--- config.mk ---
export PLATFORM = sky130hd
export DESIGN_NAME = array_22_req_ctrl_flat
export DESIGN_NICKNAME = d
export VERILOG_FILES = /design/src/rtl/array_22_pkg.sv /design/src/rtl/array_22_req_ctrl_if.sv /design/src/rtl/array_22_resp_fifo.sv /design/src/rtl/array_22_req_ctrl.sv /design/src/flat_wrapper.sv
export SDC_FILE = /design/constraint.sdc
export NUM_CORES = 1
export LEC_CHECK = 0
export CAP_MARGIN = 30
export CORE_AREA = 3 3 178 180
export CTS_BUF_LIST = sky130_fd_sc_hd__clkbuf_8
export DETAILED_ROUTE_END_ITERATION = 6
export DIE_AREA = 0 0 181 183
export HOLD_SLACK_MARGIN = 0.06
export PLACE_DENSITY = 0.77
export SKIP_CTS_REPAIR_TIMING = 1
export SLEW_MARGIN = 20
export SYNTH_ARGS = -nofsm -noshare
export SYNTH_HDL_FRONTEND = slang
export SYNTH_SLANG_ARGS = --single-unit
export TNS_END_PERCENT = 100
--- constraint.sdc ---
create_clock -name clk -period 7.83 [get_ports clk]
set_input_delay 1.1745 -clock clk [delete_from_list [all_inputs] [get_ports clk]]
set_output_delay 1.1745 -clock clk [all_outputs]
set_load 0.1 [all_outputs]
--- src/rtl/array_22_pkg.sv ---
// Shared constants and types for the array_22 request front-end.
package array_22_pkg;

  localparam int ADDR_W     = 12;  // 4096 rows
  localparam int DATA_W     = 96;  // row width
  localparam int MASK_W     = 16;  // byte-lane enables, 6 bits per lane
  localparam int STARVE_LIM = 4;   // reads a buffered write may lose to before it is forced
  localparam int STARVE_W   = $clog2(STARVE_LIM + 1);

  // One buffered write request.
  typedef struct packed {
    logic [ADDR_W-1:0] addr;
    logic [DATA_W-1:0] data;
    logic [MASK_W-1:0] mask;
  } wr_req_t;

  // What the single RW0 port does this cycle.
  typedef enum logic [1:0] {
    OP_IDLE,
    OP_READ,
    OP_WRITE
  } rw_op_e;

endpackage

--- src/rtl/array_22_req_ctrl_if.sv ---
// Request/response streams between the owning pipeline stage and the front-end.
interface array_22_req_ctrl_if;
  import array_22_pkg::*;

  logic              wr_valid;
  logic              wr_ready;
  logic [ADDR_W-1:0] wr_addr;
  logic [DATA_W-1:0] wr_data;
  logic [MASK_W-1:0] wr_mask;
  logic              rd_valid;
  logic              rd_ready;
  logic [ADDR_W-1:0] rd_addr;
  logic              resp_valid;
  logic              resp_ready;
  logic [DATA_W-1:0] resp_data;

  // Requester side: issues reads/writes, consumes responses.
  modport master (
    output wr_valid, wr_addr, wr_data, wr_mask, rd_valid, rd_addr, resp_ready,
    input  wr_ready, rd_ready, resp_valid, resp_data
  );

  // Front-end side.
  modport slave (
    input  wr_valid, wr_addr, wr_data, wr_mask, rd_valid, rd_addr, resp_ready,
    output wr_ready, rd_ready, resp_valid, resp_data
  );

endinterface

--- src/rtl/array_22_resp_fifo.sv ---
// Two-entry read-response FIFO. Upstream credit logic guarantees it never
// overflows and is never popped while empty.
module array_22_resp_fifo
  import array_22_pkg::*;
(
  input  logic              clk,
  input  logic              rst_n,
  input  logic              push,
  input  logic [DATA_W-1:0] push_data,
  input  logic              pop,
  output logic [DATA_W-1:0] head,
  output logic [1:0]        cnt
);

  logic [DATA_W-1:0] mem [2];
  logic              wr_ptr;
  logic              rd_ptr;

  // Pointer and occupancy tracking.
  // NOTE: sequential state uses non-blocking assignments so every flop samples pre-edge values.
  always_ff @(posedge clk or negedge rst_n) begin
    if (!rst_n) begin
      wr_ptr <= 1'b0;
      rd_ptr <= 1'b0;
      cnt    <= 2'd0;
    end else begin
      if (push) wr_ptr <= ~wr_ptr;
      if (pop)  rd_ptr <= ~rd_ptr;
      case ({push, pop})
        2'b10:   cnt <= cnt + 2'd1;
        2'b01:   cnt <= cnt - 2'd1;
        default: cnt <= cnt;
      endcase
    end
  end

  // Entry storage.
  // NOTE: payload storage is not reset; cnt alone says which entries are meaningful.
  always_ff @(posedge clk) begin
    if (push) mem[wr_ptr] <= push_data;
  end

  assign head = mem[rd_ptr];

endmodule

--- src/rtl/array_22_req_ctrl.sv ---
// Request front-end for array_22: arbitrates independent read and write streams
// onto the single RW0 port, holds one pending write, and returns read data in
// order through a 2-entry response FIFO.
module array_22_req_ctrl
  import array_22_pkg::*;
(
  input  logic               clk,
  input  logic               rst_n,
  array_22_req_ctrl_if.slave req,
  output logic [ADDR_W-1:0]  RW0_addr,
  output logic               RW0_en,
  output logic               RW0_wmode,
  output logic [DATA_W-1:0]  RW0_wdata,
  output logic [MASK_W-1:0]  RW0_wmask,
  input  logic [DATA_W-1:0]  RW0_rdata
);

  wr_req_t               wbuf;
  logic                  wbuf_v;
  logic [STARVE_W-1:0]   starve_cnt;
  logic                  inflight;
  logic                  started;
  logic [1:0]            fifo_cnt;
  logic [2:0]            credit_use;
  logic                  resp_fire;
  logic                  rd_ok;
  logic                  rd_hit;
  logic                  force_wr;
  logic                  rd_fire;
  logic                  wr_fire;
  logic                  wbuf_issue;
  rw_op_e                op;

  assign resp_fire      = req.resp_valid & req.resp_ready;
  assign req.resp_valid = (fifo_cnt != 2'd0);

  // A read may be accepted only if its response is guaranteed a FIFO slot.
  assign credit_use = {1'b0, fifo_cnt} + {2'b00, inflight} - {2'b00, resp_fire};
  assign rd_ok      = (credit_use < 3'd2);

  // Reads to the buffered write's row wait until that write has reached the array.
  assign rd_hit   = wbuf_v & (wbuf.addr == req.rd_addr);
  assign force_wr = wbuf_v & (starve_cnt == STARVE_W'(STARVE_LIM));

  assign req.rd_ready = started & rd_ok & ~rd_hit & ~force_wr;
  assign rd_fire      = req.rd_valid & req.rd_ready;

  assign wbuf_issue   = (op == OP_WRITE);
  assign req.wr_ready = ~wbuf_v | wbuf_issue;
  assign wr_fire      = req.wr_valid & req.wr_ready;

  // Port arbitration and RW0 drive: forced write, then read, then buffered write.
  // NOTE: every output gets a default first so no path through the block infers a latch.
  always_comb begin
    op        = OP_IDLE;
    RW0_en    = 1'b0;
    RW0_wmode = 1'b0;
    RW0_addr  = '0;
    RW0_wdata = '0;
    RW0_wmask = '0;
    if (force_wr)     op = OP_WRITE;
    else if (rd_fire) op = OP_READ;
    else if (wbuf_v)  op = OP_WRITE;
    case (op)
      OP_READ: begin
        RW0_en   = 1'b1;
        RW0_addr = req.rd_addr;
      end
      OP_WRITE: begin
        RW0_en    = 1'b1;
        RW0_wmode = 1'b1;
        RW0_addr  = wbuf.addr;
        RW0_wdata = wbuf.data;
        RW0_wmask = wbuf.mask;
      end
      default: ;
    endcase
  end

  // Holds rd_ready low until the first clock after reset release.
  always_ff @(posedge clk or negedge rst_n) begin
    if (!rst_n) started <= 1'b0;
    else        started <= 1'b1;
  end

  // Write-buffer occupancy, starvation counter and read-in-flight flag.
  always_ff @(posedge clk or negedge rst_n) begin
    if (!rst_n) begin
      wbuf_v     <= 1'b0;
      starve_cnt <= '0;
      inflight   <= 1'b0;
    end else begin
      inflight <= rd_fire;
      if (wr_fire)         wbuf_v <= 1'b1;
      else if (wbuf_issue) wbuf_v <= 1'b0;
      if (wbuf_issue)
        starve_cnt <= '0;
      else if (wbuf_v && rd_fire && (starve_cnt != STARVE_W'(STARVE_LIM)))
        starve_cnt <= starve_cnt + STARVE_W'(1);
    end
  end

  // Write-buffer payload; only meaningful while wbuf_v is set.
  always_ff @(posedge clk) begin
    if (wr_fire) wbuf <= '{addr: req.wr_addr, data: req.wr_data, mask: req.wr_mask};
  end

  // Read data arrives the cycle after issue and is queued for the consumer.
  array_22_resp_fifo u_resp_fifo (
    .clk       (clk),
    .rst_n     (rst_n),
    .push      (inflight),
    .push_data (RW0_rdata),
    .pop       (resp_fire),
    .head      (req.resp_data),
    .cnt       (fifo_cnt)
  );

endmodule

--- src/flat_wrapper.sv ---
// flat-port wrapper written by rule: the top's interface ports become plain ports
module array_22_req_ctrl_flat import array_22_pkg::*;
  (clk, rst_n, RW0_addr, RW0_en, RW0_wmode, RW0_wdata, RW0_wmask, RW0_rdata, req_wr_valid, req_wr_addr, req_wr_data, req_wr_mask, req_rd_valid, req_rd_addr, req_resp_ready, req_wr_ready, req_rd_ready, req_resp_valid, req_resp_data);
  array_22_req_ctrl_if req_i ();
  input  logic clk;
  input  logic rst_n;
  output logic [ADDR_W-1:0] RW0_addr;
  output logic RW0_en;
  output logic RW0_wmode;
  output logic [DATA_W-1:0] RW0_wdata;
  output logic [MASK_W-1:0] RW0_wmask;
  input  logic [DATA_W-1:0] RW0_rdata;
  input wire logic [$bits(req_i.wr_valid)-1:0] req_wr_valid;
  input wire logic [$bits(req_i.wr_addr)-1:0] req_wr_addr;
  input wire logic [$bits(req_i.wr_data)-1:0] req_wr_data;
  input wire logic [$bits(req_i.wr_mask)-1:0] req_wr_mask;
  input wire logic [$bits(req_i.rd_valid)-1:0] req_rd_valid;
  input wire logic [$bits(req_i.rd_addr)-1:0] req_rd_addr;
  input wire logic [$bits(req_i.resp_ready)-1:0] req_resp_ready;
  output wire logic [$bits(req_i.wr_ready)-1:0] req_wr_ready;
  output wire logic [$bits(req_i.rd_ready)-1:0] req_rd_ready;
  output wire logic [$bits(req_i.resp_valid)-1:0] req_resp_valid;
  output wire logic [$bits(req_i.resp_data)-1:0] req_resp_data;
  assign req_i.wr_valid = req_wr_valid;
  assign req_i.wr_addr = req_wr_addr;
  assign req_i.wr_data = req_wr_data;
  assign req_i.wr_mask = req_wr_mask;
  assign req_i.rd_valid = req_rd_valid;
  assign req_i.rd_addr = req_rd_addr;
  assign req_i.resp_ready = req_resp_ready;
  assign req_wr_ready = req_i.wr_ready;
  assign req_rd_ready = req_i.rd_ready;
  assign req_resp_valid = req_i.resp_valid;
  assign req_resp_data = req_i.resp_data;
  array_22_req_ctrl u_core (.clk(clk), .rst_n(rst_n), .req(req_i), .RW0_addr(RW0_addr), .RW0_en(RW0_en), .RW0_wmode(RW0_wmode), .RW0_wdata(RW0_wdata), .RW0_wmask(RW0_wmask), .RW0_rdata(RW0_rdata));
endmodule
==> results of run 1 <==
per-stage QoR:
step,cells,cell area [µm²],utilization [%]
after floorplan,659,12300,-
after global placement,1493,17100,56.2
after detailed placement,1499,17200,56.8
after CTS,1593,18200,59.8
after global routing,1595,18200,59.9
final,1595,18200,59.9
flip-flops by register name, indices dropped and copies added, names as in the netlist:
name                       cells
u_core.inflight                1
u_core.wbuf                  124
u_core.u_resp_fifo.mem       192
u_core.wbuf_v                  1
u_core.started                 1
u_core.u_resp_fifo.rd_ptr      1
u_core.u_resp_fifo.wr_ptr      1
u_core.starve_cnt              3
u_core.u_resp_fifo.cnt         2
routing by layer:
layer,track usage [%],up-vias,wire (µm),share of wire [%]
met1,20.7,3658,11800,35
li1,-,3461,-,-
met3,9.60,45,4040,12
met4,4.11,2,522,1.6
met5,0,-,12,0.036
met2,34.5,372,17100,51
placed cells by master, fill, tap and decap left out, types with 3 or more instances in the layout:
cell             count
buf_16               6
a22oi_1             12
ha_1                 6
buf_4              130
clkdlybuf4s50_1    336
xnor2_1             15
nor2_1              15
nand3_1              3
clkinv_2             6
mux2_2              96
dfrtp_1              9
clkinv_1            13
nand2b_1             5
and2_1             114
nand2_1              4
clkbuf_8            53
a21oi_1              4
inv_1               25
clkinvlp_4           3
edfxtp_1           316
worst max-delay path, cell delays in order:
cell	delay [ns]
clkdlybuf4s50_1	0.39
and2_1	0.17
ha_1	0.35
nand2b_1	0.18
fa_1	0.40
xnor2_1	0.13
and3_1	0.23
nand3_1	0.19
o21a_1	0.20
ha_1	0.54
clkdlybuf4s50_1	1.30
cell families after synthesis:
| kind of cell | Yosys count | synth area share, % |
|---|---|---|
| AOI/OAI and AO/OA | 20 | 1.10 |
| adders and majority gates | 8 | 0.875 |
| DFF | 326 | 79.2 |
| buffers and inverters | 36 | 1.14 |
| and+or+nand+nor | 152 | 7.37 |
| other | 1 | 0.0305 |
| muxes | 99 | 9.06 |
| xor gates and xnor gates | 17 | 1.21 |
area by class of cell:
class                           count  area [µm²]  area share, %
Antenna cell                        1        2.50         0.0138
Timing Repair Buffer              474        4540           25.0
Inverter                            7        26.3          0.145
Clock inverter                     41         199           1.09
Multi-Input combinational cell    297        2440           13.4
Tap cell                          396         495           2.73
Clock buffer                       53         729           4.01
Sequential cell                   326        9740           53.6
how the worst max path moves through the flow:
| stage | start | to | slack (ns) | depth (start not counted) |
|---|---|---|---|---|
| global route | req_resp_ready | RW0_wmode | 1.16 | 11 |
| finish | req_resp_ready | RW0_wmode | 1.42 | 11 |
| floorplan | req_resp_ready | u_core.wbuf[0]$_DFFE_PP_ | 0.27 | 12 |
| detailed placement | req_resp_ready | RW0_wmode | 1.44 | 11 |
| CTS | req_resp_ready | RW0_wmode | 1.41 | 11 |
| global placement | req_resp_ready | RW0_wmode | 1.46 | 11 |
==> impl_results.html, run 1 <==
<table>
<tr><th>Metric</th><th>Value</th></tr>
<tr><th colspan="2">Status</th></tr>
<tr><td>Outcome</td><td>finished, final reports clean</td></tr>
<tr><th colspan="2">Floorplan</th></tr>
<tr><td>Floorplan die area</td><td>33,100 µm²</td></tr>
<tr><td>Die width</td><td>181 µm</td></tr>
<tr><td># IOs</td><td>462</td></tr>
<tr><td>Effective utilization at floorplan</td><td>40.5%</td></tr>
<tr><td>Row count</td><td>64</td></tr>
<tr><td>Die height</td><td>183 µm</td></tr>
<tr><td>Placeable core region</td><td>30,300 µm²</td></tr>
<tr><th colspan="2">Global route</th></tr>
<tr><td>Global-route wire length before repair</td><td>48,600 µm</td></tr>
<tr><td>Via count of the first global-routing pass</td><td>8,190</td></tr>
<tr><td>Initial antenna violation count</td><td>2</td></tr>
<tr><td>Overflow left after global routing</td><td>0</td></tr>
<tr><td>Largest net degree at the start of global routing</td><td>120</td></tr>
<tr><td>GRT Util Overall</td><td>19.3%</td></tr>
<tr><th colspan="2">Cells and area</th></tr>
<tr><td>Synth-to-Final Area Change</td><td>47.9%</td></tr>
<tr><td>Nets</td><td>1,404</td></tr>
<tr><td>Filler instances</td><td>2,266</td></tr>
<tr><td>Fraction of final layout cells sized beyond drive strength 1</td><td>25.5%</td></tr>
<tr><th colspan="2">Clock tree</th></tr>
<tr><td>Cell chosen for the clock root</td><td>clkbuf_8</td></tr>
<tr><td>Total clock buffers created by CTS</td><td>53</td></tr>
<tr><td>Clock slew seen by the registers of the worst setup and hold paths</td><td>0.06 ns</td></tr>
<tr><td>Sink count of the clock tree</td><td>326</td></tr>
<tr><td>Number of levels the H-tree was split into</td><td>2</td></tr>
<tr><td>Maximum buffer depth of the clock tree</td><td>3</td></tr>
<tr><td>Insertion delay of the later-clocked pin in the worst-skew pair</td><td>0.56 ns</td></tr>
<tr><td>TritonCTS clock tree</td><td>yes</td></tr>
<tr><th colspan="2">Yosys</th></tr>
<tr><td>Most frequent cells after synthesis</td><td>edfxtp_1, and2_1, mux2_2</td></tr>
<tr><td>Area share of the largest cell type after synthesis</td><td>77.2%</td></tr>
<tr><td>Post-synthesis instance area</td><td>12,300 µm²</td></tr>
<tr><td>Per-instance average area after synthesis</td><td>18.7 µm²</td></tr>
<tr><td>Area leader, netlist</td><td>edfxtp_1</td></tr>
<tr><td>Most frequently used cell type in the post-synthesis netlist</td><td>edfxtp_1</td></tr>
<tr><td>Leading register cell type out of synthesis</td><td>edfxtp_1</td></tr>
<tr><td>Share of synthesized flip-flops with an asynchronous set or reset</td><td>3.07%</td></tr>
<tr><td>Count of distinct cell types in the synthesized netlist</td><td>30</td></tr>
<tr><td>Sequential-to-total area share from yosys stat</td><td>79.2%</td></tr>
<tr><td>Net Count, Synth</td><td>904</td></tr>
<tr><td>Top post-synthesis cells by area</td><td>edfxtp_1, mux2_2, and2_1</td></tr>
<tr><td>Post-Synthesis Cells</td><td>659</td></tr>
<tr><td>Number of synthesized flops with an enable pin</td><td>316</td></tr>
<tr><td>#FFs+latches synth</td><td>326</td></tr>
<tr><td>Synth warn</td><td>0</td></tr>
<tr><th colspan="2">Timing</th></tr>
<tr><td>Unrepaired setup endpoints after global routing</td><td>false</td></tr>
<tr><td>Minimum hold slack</td><td>0.502 ns</td></tr>
<tr><td>Final Hold Vio Count</td><td>0</td></tr>
<tr><td>Final worst path period share</td><td>81.9%</td></tr>
<tr><td>Clock Skews</td><td>0.0217 ns</td></tr>
<tr><td>Final TNS setup</td><td>0 ns</td></tr>
<tr><td>Final critical delay including setup and external delays</td><td>6.41 ns</td></tr>
<tr><td>Setup-failing EPs final</td><td>0</td></tr>
<tr><td>Max Clock Freq</td><td>156 MHz</td></tr>
<tr><td>Pin slew with the least headroom to its limit</td><td>1.04 ns</td></tr>
<tr><td>Final Worst Setup Slack</td><td>1.42 ns</td></tr>
<tr><td>Total count of max-transition violations in the final report</td><td>0</td></tr>
<tr><td>Worst rel slew slack</td><td>30.6%</td></tr>
<tr><th colspan="2">Placement</th></tr>
<tr><td>Post-Place Setup Slack</td><td>1.44 ns</td></tr>
<tr><td>Half-perimeter wire length after placement</td><td>24,000 µm</td></tr>
<tr><td>Gp weighted congestion</td><td>0.824</td></tr>
<tr><td>Port Buffers</td><td>461</td></tr>
<tr><th colspan="2">Setup path</th></tr>
<tr><td>Required time of the critical path</td><td>6.66 ns</td></tr>
<tr><td>Critical path data arrival time</td><td>5.24 ns</td></tr>
<tr><td>RR Endpoint</td><td>u_core.wbuf[27]$_DFFE_PP_</td></tr>
<tr><td>Worst Path Max Fanout</td><td>13</td></tr>
<tr><td>Count of cells along the worst register-to-register path</td><td>14</td></tr>
<tr><td>Category of the critical setup timing path</td><td>in -&gt; out</td></tr>
<tr><td>CP Launch Type</td><td>primary input</td></tr>
<tr><td>Worst reg-to-reg setup slack</td><td>2.76 ns</td></tr>
<tr><td>Category of the worst setup path capture point</td><td>primary output</td></tr>
<tr><td>Reg-to-reg critical path startpoint</td><td>u_core.u_resp_fifo.cnt[0]$_DFFE_PN0N_</td></tr>
<tr><th colspan="2">Routing</th></tr>
<tr><td>Vias/cell</td><td>4.73</td></tr>
<tr><td>Via total after detailed routing</td><td>7,538</td></tr>
<tr><td>Remaining number of nets flagged by the antenna check after routing</td><td>0</td></tr>
<tr><td>First-pass DRT Iterations</td><td>4</td></tr>
<tr><td>DRC viols</td><td>0</td></tr>
<tr><td>DRC violation total after the first TritonRoute iteration</td><td>390</td></tr>
<tr><td>Total wire length</td><td>33,500 µm</td></tr>
<tr><td>Average routed wire per standard cell</td><td>21.0 µm</td></tr>
<tr><th colspan="2">Min path</th></tr>
<tr><td>Worst Hold End</td><td>u_core.u_resp_fifo.wr_ptr$_DFFE_PN0P_</td></tr>
<tr><td>Hold Crit Depth</td><td>1</td></tr>
<tr><td>Hold WC Path Type</td><td>reg -&gt; reg</td></tr>
<tr><td>Startpoint of the most critical hold path</td><td>u_core.inflight$_DFF_PN0_</td></tr>
<tr><th colspan="2">Run</th></tr>
<tr><td>Number of max-capacitance violations reported</td><td>0</td></tr>
</table>
Power of run 1 is not shown: default switching activity piles up to over one toggle a cycle in this logic, so the estimate is an artifact.
==> run 2, diff against run 1 <==
- clock period: 7.83 -> 6.62 ns (I/O delays scaled with it)
==> impl_results.html, run 2 (synthesis gave the netlist of run 1 again) <==
<table>
<tr><th>Metric</th><th>Value</th></tr>
<tr><th colspan="2">Status</th></tr>
<tr><td>Outcome</td><td>finished, final reports clean (unchanged)</td></tr>
<tr><th colspan="2">Routing</th></tr>
<tr><td>Remaining number of nets flagged by the antenna check after routing</td><td>0 (unchanged)</td></tr>
<tr><td>First-pass DRT Iterations</td><td>5 (was 4)</td></tr>
<tr><td>DRC violation total after the first TritonRoute iteration</td><td>411 (was 390)</td></tr>
<tr><td>Average routed wire per standard cell</td><td>20.7 µm (was 21.0 µm)</td></tr>
<tr><td>DRC viols</td><td>0 (unchanged)</td></tr>
<tr><td>Vias/cell</td><td>4.74 (was 4.73)</td></tr>
<tr><td>Total wire length</td><td>33,100 µm (was 33,500 µm)</td></tr>
<tr><td>Via total after detailed routing</td><td>7,597 (was 7,538)</td></tr>
<tr><th colspan="2">Setup path</th></tr>
<tr><td>Category of the critical setup timing path</td><td>in -&gt; out (unchanged)</td></tr>
<tr><td>Critical path data arrival time</td><td>4.46 ns (was 5.24 ns)</td></tr>
<tr><td>Buffering stage count on the worst path with inverters included</td><td>3 (was 2)</td></tr>
<tr><td>Cell mode on critical path</td><td>and2_1</td></tr>
<tr><td>Worst Path Max Fanout</td><td>67 (was 13)</td></tr>
<tr><td>Largest stage delay on the critical path</td><td>0.45 ns (was 1.30 ns)</td></tr>
<tr><td>CP Launch Type</td><td>primary input (unchanged)</td></tr>
<tr><td>Category of the worst setup path capture point</td><td>primary output (unchanged)</td></tr>
<tr><td>Kind of cell with the highest combined delay on the critical path</td><td>adder cells (was buffers and inverters)</td></tr>
<tr><td>Highest-delay cell along the critical path</td><td>ha_4 (was clkdlybuf4s50_1)</td></tr>
<tr><td>Crit-path cells</td><td>clkdlybuf4s50_1 -&gt; and2_1 -&gt; ha_1 -&gt; nand2b_1 -&gt; fa_1 -&gt; xnor2_1 -&gt; and3_1 -&gt; nand3_1 -&gt; o21a_1 -&gt; ha_4 -&gt; buf_12 -&gt; and2_1 -&gt; buf_4 (was clkdlybuf4s50_1 -&gt; and2_1 -&gt; ha_1 -&gt; nand2b_1 -&gt; fa_1 -&gt; xnor2_1 -&gt; and3_1 -&gt; nand3_1 -&gt; o21a_1 -&gt; ha_1 -&gt; clkdlybuf4s50_1)</td></tr>
<tr><td>Required time of the critical path</td><td>5.63 ns (was 6.66 ns)</td></tr>
<tr><th colspan="2">Clock tree</th></tr>
<tr><td>Number of levels the H-tree was split into</td><td>2 (unchanged)</td></tr>
<tr><td>Maximum buffer depth of the clock tree</td><td>3 (unchanged)</td></tr>
<tr><td>Clock slew seen by the registers of the worst setup and hold paths</td><td>0.05 ns (was 0.06 ns)</td></tr>
<tr><td>Insertion delay of the later-clocked pin in the worst-skew pair</td><td>0.57 ns (was 0.56 ns)</td></tr>
<tr><td>Sink count of the clock tree</td><td>326 (unchanged)</td></tr>
<tr><td>Cell chosen for the clock root</td><td>clkbuf_8 (unchanged)</td></tr>
<tr><td>TritonCTS clock tree</td><td>yes (unchanged)</td></tr>
<tr><td>Total clock buffers created by CTS</td><td>53 (unchanged)</td></tr>
<tr><th colspan="2">Timing</th></tr>
<tr><td>Final TNS setup</td><td>0 ns (unchanged)</td></tr>
<tr><td>Unrepaired setup endpoints after global routing</td><td>false (unchanged)</td></tr>
<tr><td>Final critical delay including setup and external delays</td><td>5.45 ns</td></tr>
<tr><td>Clock Skews</td><td>0.0171 ns (was 0.0217 ns)</td></tr>
<tr><td>Total count of max-transition violations in the final report</td><td>0 (unchanged)</td></tr>
<tr><td>Worst rel slew slack</td><td>30.1% (was 30.6%)</td></tr>
<tr><td>Setup-failing EPs final</td><td>0 (unchanged)</td></tr>
<tr><td>Pin slew with the least headroom to its limit</td><td>1.04 ns (about the same)</td></tr>
<tr><td>Final Hold Vio Count</td><td>0 (unchanged)</td></tr>
<tr><td>Max Clock Freq</td><td>183 MHz</td></tr>
<tr><td>Final worst path period share</td><td>82.4%</td></tr>
<tr><th colspan="2">Placement</th></tr>
<tr><td>Port Buffers</td><td>461 (unchanged)</td></tr>
<tr><td>Gp weighted congestion</td><td>0.860 (was 0.824)</td></tr>
<tr><td>Half-perimeter wire length after placement</td><td>23,900 µm (was 24,000 µm)</td></tr>
<tr><td>DP Area</td><td>17,300 µm² (was 17,200 µm²)</td></tr>
<tr><th colspan="2">Floorplan</th></tr>
<tr><td>Die height</td><td>183 µm (unchanged)</td></tr>
<tr><td>Placeable core region</td><td>30,300 µm² (unchanged)</td></tr>
<tr><td>Effective utilization at floorplan</td><td>40.5% (unchanged)</td></tr>
<tr><td>Row count</td><td>64 (unchanged)</td></tr>
<tr><td># IOs</td><td>462 (unchanged)</td></tr>
<tr><td>Floorplan die area</td><td>33,100 µm² (unchanged)</td></tr>
<tr><td>Die width</td><td>181 µm (unchanged)</td></tr>
<tr><th colspan="2">Cells and area</th></tr>
<tr><td>Registers with the most flip-flops</td><td>u_core.u_resp_fifo.mem x192, u_core.wbuf x124, u_core.starve_cnt x3 (unchanged)</td></tr>
<tr><td>Synth-to-Final Area Change</td><td>48.6% (was 47.9%)</td></tr>
<tr><td>Most frequent cells in the layout</td><td>clkdlybuf4s50_1, edfxtp_1, buf_4, and2_1, mux2_2 (unchanged)</td></tr>
<tr><td>Filler instances</td><td>2,287 (was 2,266)</td></tr>
<tr><td>Most common cell after layout, fill and taps aside</td><td>clkdlybuf4s50_1 (unchanged)</td></tr>
<tr><td>Most flop-heavy register</td><td>u_core.u_resp_fifo.mem (unchanged)</td></tr>
<tr><td>Post-route design area</td><td>18,300 µm² (was 18,200 µm²)</td></tr>
<tr><td>Fraction of final layout cells sized beyond drive strength 1</td><td>25.7% (was 25.5%)</td></tr>
<tr><td>Nets</td><td>1,405 (was 1,404)</td></tr>
<tr><td>Number of flip-flops in the largest register</td><td>192 (unchanged)</td></tr>
<tr><th colspan="2">Run</th></tr>
<tr><td>Number of max-capacitance violations reported</td><td>0 (unchanged)</td></tr>
<tr><th colspan="2">Global route</th></tr>
<tr><td>Via count of the first global-routing pass</td><td>8,112 (was 8,190)</td></tr>
<tr><td>Largest net degree at the start of global routing</td><td>69 (was 120)</td></tr>
<tr><td>GRT Util Overall</td><td>19.1% (was 19.3%)</td></tr>
<tr><td>Initial antenna violation count</td><td>5 (was 2)</td></tr>
<tr><td>Overflow left after global routing</td><td>0 (unchanged)</td></tr>
<tr><td>Global-route wire length before repair</td><td>48,300 µm (was 48,600 µm)</td></tr>
<tr><th colspan="2">Min path</th></tr>
<tr><td>Hold WC Path Type</td><td>reg -&gt; reg (unchanged)</td></tr>
</table>
==> run 2: cell types whose count changed in the layout (fill, tap and decap cells not counted), sizes merged <==
cell           delta
clkbuf            +2
clkinvlp          -2
inv               +3
diode             +3
bufinv            +1
buf               +4
clkinv            -1
clkdlybuf4s50     -3
==> run 2: worst paths after layout <==
check	endpoint	depth (start not counted)	slack, ns	startpoint
hold / removal	u_core.u_resp_fifo.wr_ptr$_DFFE_PN0P_	1	0.49	u_core.inflight$_DFF_PN0_
max in group asynchronous	u_core.u_resp_fifo.rd_ptr$_DFFE_PN0P_	1	5.47	rst_n
setup reg to reg	u_core.wbuf[44]$_DFFE_PP_	13	1.93	u_core.u_resp_fifo.cnt[1]$_DFFE_PN0N_
hold reg to reg	u_core.u_resp_fifo.wr_ptr$_DFFE_PN0P_	1	0.49	u_core.inflight$_DFF_PN0_
setup / recovery	RW0_wdata[57]	13	1.17	req_resp_ready
min in group asynchronous	u_core.u_resp_fifo.cnt[1]$_DFFE_PN0N_	1	0.76	rst_n
==> run 2: final cells by class <==
class	instances	area, µm²	area share, %
antenna	4	10.0	0.0548
clock buffer	55	757	4.14
clock inverter	42	220	1.21
inverter	7	26.3	0.144
multi-input combinational	297	2440	13.4
sequential	326	9740	53.3
tap	396	495	2.71
timing repair buffer	475	4580	25.1
==> run 2: per-stage QoR <==
step                      worst slack (ns)  std cells  util [%]  hold WS [ns]
after floorplan                      0.340        659         -         0.454
after global placement                1.18       1493      56.2         0.485
after detailed placement              1.14       1501      56.9         0.481
after CTS                             1.13       1598      60.2         0.491
after global routing                 0.899       1602      60.2         0.535
final                                 1.17       1602      60.2         0.491
==> run 2: worst reg2reg max path: stages, from the launching register on <==
cell	delay (ns)
dfrtp_1	0.45
or2_2	0.31
and2_1	0.18
ha_1	0.34
nand2b_1	0.18
fa_1	0.40
xnor2_1	0.13
and3_1	0.23
nand3_1	0.18
o21a_1	0.19
ha_4	0.45
nand2b_1	0.22
and2_4	0.55
buf_4	0.51
==> run 2: metal layers <==
metal	vias up	wire (µm)	track usage [%]
met5	-	20	0
met3	64	3800	8.05
met1	3671	12100	21.9
met2	388	16400	33.0
met4	2	844	5.79
li1	3472	-	-
Power of run 2 is left out for the same reason.
